$ cat config.mk
export PLATFORM = sky130hd
export DESIGN_NAME = mem_responder
export DESIGN_NICKNAME = d
export VERILOG_FILES = /design/src/rtl/mem_pkg.sv /design/src/rtl/mem_array.sv /design/src/rtl/mem_responder.sv
export SDC_FILE = /design/constraint.sdc
export NUM_CORES = 2
export LEC_CHECK = 0
export ABC_AREA = 0
export CAP_MARGIN = 10
export CELL_PAD_IN_SITES_DETAIL_PLACEMENT = 2
export CELL_PAD_IN_SITES_GLOBAL_PLACEMENT = 2
export CORE_MARGIN = 2
export CORE_UTILIZATION = 35
export CTS_CLUSTER_DIAMETER = 60
export DETAILED_ROUTE_END_ITERATION = 10
export GPL_TIMING_DRIVEN = 0
export PLACE_DENSITY_LB_ADDON = 0.1
export RECOVER_POWER = 25
export SYNTH_ARGS = -nofsm -noshare
export SYNTH_HDL_FRONTEND = slang
export SYNTH_SLANG_ARGS = --single-unit
$ cat constraint.sdc
create_clock -name clk -period 6.25 [get_ports clk]
set_input_delay 1.5625 -clock clk [delete_from_list [all_inputs] [get_ports clk]]
set_output_delay 1.5625 -clock clk [all_outputs]
set_load 0.03 [all_outputs]
$ cat src/rtl/mem_pkg.sv
`default_nettype none
// ============================================================================
// Module   : mem_pkg
// Brief    : Shared types and widths for the data memory responder.
// Revision : 1.0 - initial release
// ============================================================================
package mem_pkg;

  localparam int MEM_DATA_W = 16;
  localparam int MEM_ADDR_W = 16;
  localparam int MEM_WAIT_W = 4;

  typedef enum logic [1:0] {
    IDLE = 2'd0,
    WAIT = 2'd1,
    RESP = 2'd2
  } mem_state_t;

endpackage
`default_nettype wire

$ cat src/rtl/mem_array.sv
`default_nettype none
// ============================================================================
// Module   : mem_array
// Brief    : Single-port DEPTHx16 storage, synchronous write and registered read.
// Revision : 1.0 - initial release
// ============================================================================
module mem_array
  import mem_pkg::*;
#(
  parameter int DEPTH = 256
) (
  input  logic                     clk,
  input  logic                     rst,
  input  logic                     i_we,
  input  logic                     i_re,
  input  logic                     i_clr,
  input  logic [$clog2(DEPTH)-1:0] i_addr,
  input  logic [MEM_DATA_W-1:0]    i_wdata,
  output logic [MEM_DATA_W-1:0]    o_rdata
);

  logic [MEM_DATA_W-1:0] r_mem [DEPTH];
  logic [MEM_DATA_W-1:0] r_rdata;

  // Storage is deliberately left out of reset.
  always_ff @(posedge clk) begin
    if (i_we) begin
      r_mem[i_addr] <= i_wdata;
    end
  end

  always_ff @(posedge clk or posedge rst) begin
    if (rst) begin
      r_rdata <= '0;
    end else if (i_re) begin
      r_rdata <= i_clr ? '0 : r_mem[i_addr];
    end
  end

  assign o_rdata = r_rdata;

endmodule
`default_nettype wire

$ cat src/rtl/mem_responder.sv
`default_nettype none
// ============================================================================
// Module   : mem_responder
// Brief    : Load/store responder with WAIT_CYCLES wait states per access.
//            Define MEM_RANGE_CHECK_EN to flag and suppress addr >= DEPTH.
// Revision : 1.0 - initial release
// ============================================================================
module mem_responder
  import mem_pkg::*;
#(
  parameter int DEPTH       = 256,
  parameter int WAIT_CYCLES = 1
) (
  input  logic                  clk,
  input  logic                  rst,
  input  logic                  req_valid,
  output logic                  req_ready,
  input  logic                  write_enable,
  input  logic [MEM_ADDR_W-1:0] addr,
  input  logic [MEM_DATA_W-1:0] data_in,
  output logic [MEM_DATA_W-1:0] mem_data_out,
  output logic                  resp_valid,
  output logic                  err
);

  localparam int c_idx_w = $clog2(DEPTH);
  localparam logic [MEM_WAIT_W-1:0] c_wait_load =
    (WAIT_CYCLES > 0) ? MEM_WAIT_W'(WAIT_CYCLES - 1) : '0;

  mem_state_t            r_state;
  mem_state_t            w_next;
  logic [MEM_WAIT_W-1:0] r_cnt;
  logic                  r_we;
  logic                  r_oor;
  logic [MEM_ADDR_W-1:0] r_addr;
  logic [MEM_DATA_W-1:0] r_data;

  logic                  w_accept;
  logic                  w_enter_resp;
  logic                  w_sel_we;
  logic                  w_sel_oor;
  logic [MEM_ADDR_W-1:0] w_sel_addr;
  logic [MEM_DATA_W-1:0] w_sel_data;
  logic                  w_unused_hi;

  always_ff @(posedge clk or posedge rst) begin
    if (rst) begin
      r_state <= IDLE;
    end else begin
      r_state <= w_next;
    end
  end

  always_comb begin
    w_next       = r_state;
    req_ready    = 1'b0;
    resp_valid   = 1'b0;
    w_accept     = 1'b0;
    w_enter_resp = 1'b0;
    case (r_state)
      IDLE: begin
        req_ready = 1'b1;
        if (req_valid) begin
          w_accept = 1'b1;
          if (WAIT_CYCLES == 0) begin
            w_next       = RESP;
            w_enter_resp = 1'b1;
          end else begin
            w_next = WAIT;
          end
        end
      end
      WAIT: begin
        if (r_cnt == '0) begin
          w_next       = RESP;
          w_enter_resp = 1'b1;
        end
      end
      RESP: begin
        resp_valid = 1'b1;
        w_next     = IDLE;
      end
      default: w_next = IDLE;
    endcase
  end

  always_ff @(posedge clk or posedge rst) begin
    if (rst) begin
      r_cnt  <= '0;
      r_we   <= 1'b0;
      r_oor  <= 1'b0;
      r_addr <= '0;
      r_data <= '0;
    end else if (w_accept) begin
      r_cnt  <= c_wait_load;
      r_we   <= write_enable;
      r_oor  <= w_sel_oor;
      r_addr <= addr;
      r_data <= data_in;
    end else if (r_state == WAIT && r_cnt != '0) begin
      r_cnt <= r_cnt - 1'b1;
    end
  end

  // With zero wait states the array is touched on the accept edge itself,
  // before the payload registers hold the request, so use the live inputs.
  assign w_sel_we   = (r_state == IDLE) ? write_enable : r_we;
  assign w_sel_addr = (r_state == IDLE) ? addr         : r_addr;
  assign w_sel_data = (r_state == IDLE) ? data_in      : r_data;

`ifdef MEM_RANGE_CHECK_EN
  generate
    if (c_idx_w < MEM_ADDR_W) begin : g_oor_chk
      assign w_sel_oor = |w_sel_addr[MEM_ADDR_W-1:c_idx_w];
    end else begin : g_oor_none
      assign w_sel_oor = 1'b0;
    end
  endgenerate
`else
  assign w_sel_oor = 1'b0;
`endif

  assign w_unused_hi = ^w_sel_addr;
  assign err         = resp_valid & r_oor;

  mem_array #(
    .DEPTH(DEPTH)
  ) u_mem_array (
    .clk    (clk),
    .rst    (rst),
    .i_we   (w_enter_resp & w_sel_we & ~w_sel_oor),
    .i_re   (w_enter_resp & ~w_sel_we),
    .i_clr  (w_sel_oor),
    .i_addr (w_sel_addr[c_idx_w-1:0]),
    .i_wdata(w_sel_data),
    .o_rdata(mem_data_out)
  );

endmodule
`default_nettype wire

# ---- Word-level counts from Yosys, hierarchy flattened
# Memories as Yosys holds them, arrays and structs flattened. A register that Yosys moved wholly into a read port is not among the register bits.
# Index checks and enable logic that the tools add are counted.
# W data, S select, Z words.
dict set report classes {
  n_addsub 1
  n_eq_ne 4
  muxes 16
  bitwise 3
  reduce_logical 6
}
# operator count
set ops {}
lappend ops {{$mux W16} 1}
lappend ops {{$mux W1} 9}
lappend ops {{$mux W4} 2}
lappend ops {{$mux W8} 1}
lappend ops {{$logic_not A4 Y1} 1}
lappend ops {{$mux W2} 2}
lappend ops {{$ne A2 B2 Y1 const B} 2}
lappend ops {{$pmux W2 S2} 1}
lappend ops {{$reduce_bool A4 Y1} 1}
lappend ops {{$sub A4 B1 Y4 const B} 1}
lappend ops {{$and A1 B1 Y1} 2}
lappend ops {{$eq A2 B1 Y1 const B} 1}
lappend ops {{$eq A2 B2 Y1 const B} 1}
lappend ops {{$logic_not A2 Y1} 1}
lappend ops {{$reduce_and A2 Y1} 1}
lappend ops {{$reduce_bool A2 Y1} 1}
lappend ops {{$logic_and A1 B1 Y1} 1}
lappend ops {{$not A1 Y1} 1}
dict set report totals {
  reg_bits 31
  ram_bits 4096
  input_bits 36
  out_inout_bits 19
  n_memories 1
}
# name depth width rd rd_ports_with_merged_regs wr line
set memory_table {}
lappend memory_table {u_mem_array.r_mem 256 16 1 1 1 mem_array.sv:22} ;# logic [MEM_DATA_W-1:0] r_mem [DEPTH];

# ---- Depth between registers and ports, before layout
dict set report depth {
  ltp_word 6
  mapped_depth 16
  depth_no_buf 9
}

# ---- Modules after synthesis
# Synthesis repeated with hierarchy kept, for this count alone.
dict set report unflattened {
  hier_cells 7988
  hier_area_um2 160752.9
}
# module instances cells_per_inst area_each_um2 seq_area_each_um2
set by_module_without_submodules {}
lappend by_module_without_submodules {mem_array 1 7871 159091.3 123398.3}
lappend by_module_without_submodules {mem_responder 1 117 1661.6 775.7}

# ---- Least setup slack after synthesis
# OpenSTA, ideal clock, no wires.
dict set report synth_path {
  path_kind {flip-flop to flip-flop}
  startpoint {register r_state[0]}
  endpoint {memory u_mem_array.r_mem[0][10] (data pin)}
  setup_ps 820
  arrival_ps 5426
  path_slack_ps 3
  path_stages_with_launch 12
  path_cell_list {dfrtp_1 buf_6 or2_1 buf_4 clkinv_8 buf_6 buf_2 buf_1 buf_1 buf_1 nand2_1 nand2_1}
}
dict set report synth_via {
  elab_chain_cells 2
}
# item line
set synth_lines {}
lappend synth_lines {{start, declared} mem_responder.sv:30} ;# mem_state_t r_state;
lappend synth_lines {{start signal, assigned} mem_responder.sv:50} ;# r_state <= w_next;
lappend synth_lines {{$logic_not A2 Y1} mem_responder.sv:109} ;# assign w_sel_data = (r_state == IDLE) ? data_in : r_data;
lappend synth_lines {{$mux W16} mem_responder.sv:109}
lappend synth_lines {{via u_mem_array.i_wdata[10]} mem_array.sv:18} ;# input logic [MEM_DATA_W-1:0] i_wdata,
lappend synth_lines {{end, declared} mem_array.sv:22}
# The timed path passes the listed nets, and every way through them passes these cells.

# ---- Worst setup path after layout
dict set report layout_path {
  startpoint {input port addr[1]}
  endpoint {register u_mem_array.r_rdata[4] (netlist: u_mem_array.o_rdata[4]) (read register of u_mem_array.r_mem)}
}
dict set report layout_via {
  elab_chain_cells 1
}
# item line
set layout_lines {}
lappend layout_lines {{start, declared} mem_responder.sv:19} ;# input logic [MEM_ADDR_W-1:0] addr,
lappend layout_lines {{$mux W8} mem_responder.sv:108} ;# assign w_sel_addr = (r_state == IDLE) ? addr : r_addr;
lappend layout_lines {{end, declared} mem_array.sv:23} ;# logic [MEM_DATA_W-1:0] r_rdata;
# No other way between the ends.
# A chain may end at the register's enable or synchronous reset.

==> impl_results.md <==
- Run status: finished, violations left
- Violated checks: capacitance limit, slew limit, setup timing
- Vias after detailed routing: 106800
- Relative slew slack: -111.9%
- Mapped Nets: 8685
- Routed Antenna Nets: 0
- Crit share post-route: 106.5%
- Starting density of the core: 35.17%
- Sink Count: ~4100
- Die Area: 442300 µm²
- Post-layout power: around 76 mW
- Post-synthesis sequential area ratio: around four fifths
- Avg Inst Size Synth: 17.69 µm²
- Endpoints failing setup: 20
- DRT Pass-1 Iters: 8
- Most used cells in the layout excluding fill and tap cells: 4096 x sky130_fd_sc_hd__edfxtp_1, 1664 x sky130_fd_sc_hd__a22oi_1, 847 x sky130_fd_sc_hd__a21oi_1
- Max clock buf depth: 4
- Final hold violation count: 0
- Total power divided by cell area: 410.2 nW/µm²
- H-tree depth reported by CTS: 5
- Root buffer cell: sky130_fd_sc_hd__clkbuf_16
- Area delta synth->final: 21.30%
- Number of hold buffers added after CTS: 0
- Die X: 665.0 µm
- Leakage power of the design: between 50 and 60 nW
- Setup repair after global routing missed its margin: false
- Post-DR wirelength/cell: roughly 54 µm
- Count of unique library cells instantiated by Yosys: 48
- Arrival time of data at the critical path endpoint: ~7.7 ns
- Max-cap violation count: 29
- Netlist area before placement: 152900 µm²
- Worst EP required: 7.26 ns
- Largest fanout on the critical path: 10
- Drt drc: 0
- Worst hold slack across all endpoints: 0.4854 ns
- Ys Warns: 0
- First-pass GRT wire length: 1077000 µm
- Total congestion overflow: 0
- Via count of the first global-routing pass: between 100k and 150k
- Startpoint type of the worst setup path: primary input
- Hold Path Class: flop to flop
- Most common cell after layout, fill and taps aside: sky130_fd_sc_hd__edfxtp_1
- Detailed placer's ending HPWL: slightly above 600000 µm
- Number of standard-cell rows in the floorplan: 242
- Maximum number of pins on one net before global-route repair: 96
- CTS tree: done
- Top-level port count: 55
- Overall routing resource usage: a little under two fifths
- Die Y: 665.0 µm
- Number of input and output port buffers inserted: 45
- Core Area: 434800 µm²
- Final layout net count: 9588
- Clock latency on the worst-skew pair: 1.10 ns
- Actual slew at the worst max-slew pin: roughly 3.2 ns
- Fraction of layout cells with a size suffix above 1: between 10% and 20%
- Finished layout cell area: between 150000 and 200000 µm²
- Worst clock skew on the final layout: approximately 0.088 ns
- Clock transition at the registers of the reported paths: 0.06 ns
- Type of the setup path with the least slack: primary input to flop
- Post-Synthesis Cells: 8648
- Initial DRC count: 19670
- Number of buffers created by CTS: between 400 and 500
- Maximum vdd ir drop: 314.0 µV
- Achievable Freq: 150.3 MHz
- Total detailed-routing wirelength: between 800000 and 900000 µm
- Placer's final routability congestion estimate: 0.9551
- Final number of max-transition violations: 1418
- Final critical-path required period: 6.654 ns
- Mean number of vias per cell: 6.790
- Endpoint type of the worst setup path: flop
- Worst slack after detailed placement: -1.513 ns
- Placed instance area: around 170000 µm²
- Register bit total from synthesis: 4143
- Antenna violations before repair: 132
- Final setup margin: -0.4036 ns
-- final timing paths --
| check | from | endpoint | slack, ns | cells past startpoint |
|---|---|---|---|---|
| max reg2reg | r_state[1]$_DFFE_PP0P_ | u_mem_array.o_rdata[15]$_DFFE_PP0P_ | -0.29 | 15 |
| max in group asynchronous | rst | u_mem_array.o_rdata[2]$_DFFE_PP0P_ | 1.76 | 3 |
| min in group asynchronous | rst | r_addr[1]$_DFFE_PP0P_ | 1.46 | 2 |
| min | r_data[14]$_DFFE_PP0P_ | r_data[14]$_DFFE_PP0P_ | 0.49 | 2 |
| max | addr[1] | u_mem_array.o_rdata[4]$_DFFE_PP0P_ | -0.40 | 12 |
| min reg2reg | r_data[14]$_DFFE_PP0P_ | r_data[14]$_DFFE_PP0P_ | 0.49 | 2 |
-- final cells by class --
class                      instances  area, µm²
buffer                           654       3217
clock inverter                   293       2983
sequential                      4143     124200
tap                             5734       7174
inverter                          10      51.30
multi-input combinational       3836      27950
antenna                           50      125.1
clock buffer                     575      12310
timing repair buffer             437       7528
fill                           40590     249300
-- synth_stat cells (all sizes together) --
cell type  count  area, µm²
edfxtp      4096     123000
a41oi         55      481.7
o22ai         98      613.1
or3           10      62.56
clkbuf       242      908.4
o211ai         1      7.510
a21oi        850       4254
a22o         192       1682
buf          417       2210
nand2b         7      43.79
nand3          9      45.04
nand2        143      536.8
o21ai         66      352.8
inv            9      33.78
nand3b         5      37.54
a22oi       1664      12490
nand4b         1      8.760
and2           1      6.260
nor4b          1      8.760
conb           1      3.750
o32a           6      60.06
a221oi       192       1682
o41ai        192       1682
o31a           3      27.53
nor3b          4      30.03
nor4          27      168.9
dfrtp         47       1176
o21a           6      46.30
nor2         279       1047
nor2b          1      6.260
xnor2          2      17.52
or4            7      52.55
o31ai          4      43.79
clkinv         1      16.27
a31oi          4      55.05
or2            1      6.260
nand4          1      6.260
ha             1      12.51
or4b           2      20.02
-- cell families after synthesis --
| kind of cell | synth area share, % |
|---|---|
| AO/OA/AOI/OAI | 15.35 |
| XOR/XNOR | 0.01146 |
| adder cells (fa/ha/maj) | 0.008180 |
| buffers and inverters | 2.071 |
| flip-flops | 81.19 |
| other | 0.002452 |
| AND/OR/NAND/NOR | 1.365 |
-- state kept, by name, summed over array words and instances, names as in the netlist --
name and flops:
u_mem_array.o_rdata 16, r_cnt 4, u_mem_array.r_mem 4096, r_addr 8, r_data 16, r_we 1
r_state 2
-- metrics by stage --
stage / setup TNS [ns] / instances / utilization [%]
CTS: 0 / 15660 / 42.67
finish: -2.306 / 15730 / 42.67
global route: 0 / 15690 / 42.64
global placement: - / 14430 / 36.93
floorplan: 0 / 8648 / -
detailed placement: -983.23 / 14800 / 39.13
-- timing repair --
action | CTS | global route
gates resized for setup | 22 | 26
cloned | 0 | 0
endpoints found under the setup margin | 715 | 17
buffers inserted | 0 | 5
pin swaps | 0 | 1
-- where the power goes --
group / total [mW] / internal [mW] / switching [mW]
Clock: 28.1 / 15.9 / 12.2
Sequential: 32.6 / 32.3 / 0.250
Combinational: 15.4 / 3.03 / 12.4
Total: 76.1 / 51.2 / 24.9
-- routing by layer --
layer,GRT usage (%),vias to the layer above,share of wire [%]
met5,0.4666,-,0.038
met4,25.58,46,8.3
met3,13.43,2167,13
met2,53.84,8651,42
met1,47.55,57690,37
li1,-,38270,-
-- worst max-delay path, stage by stage --
cell and delay (ns):
sky130_fd_sc_hd__clkdlybuf4s50_1 0.55, sky130_fd_sc_hd__nand2_1 0.10, sky130_fd_sc_hd__o21ai_1 0.65, sky130_fd_sc_hd__buf_4 0.36, sky130_fd_sc_hd__buf_4 0.41, sky130_fd_sc_hd__clkbuf_2 0.79
sky130_fd_sc_hd__buf_2 0.76, sky130_fd_sc_hd__a221oi_1 0.17, sky130_fd_sc_hd__o22ai_1 0.37, sky130_fd_sc_hd__o21ai_0 0.66, sky130_fd_sc_hd__a41oi_1 0.96, sky130_fd_sc_hd__o32a_1 0.26
No activity file was read; power rests on OpenSTA's default activity.
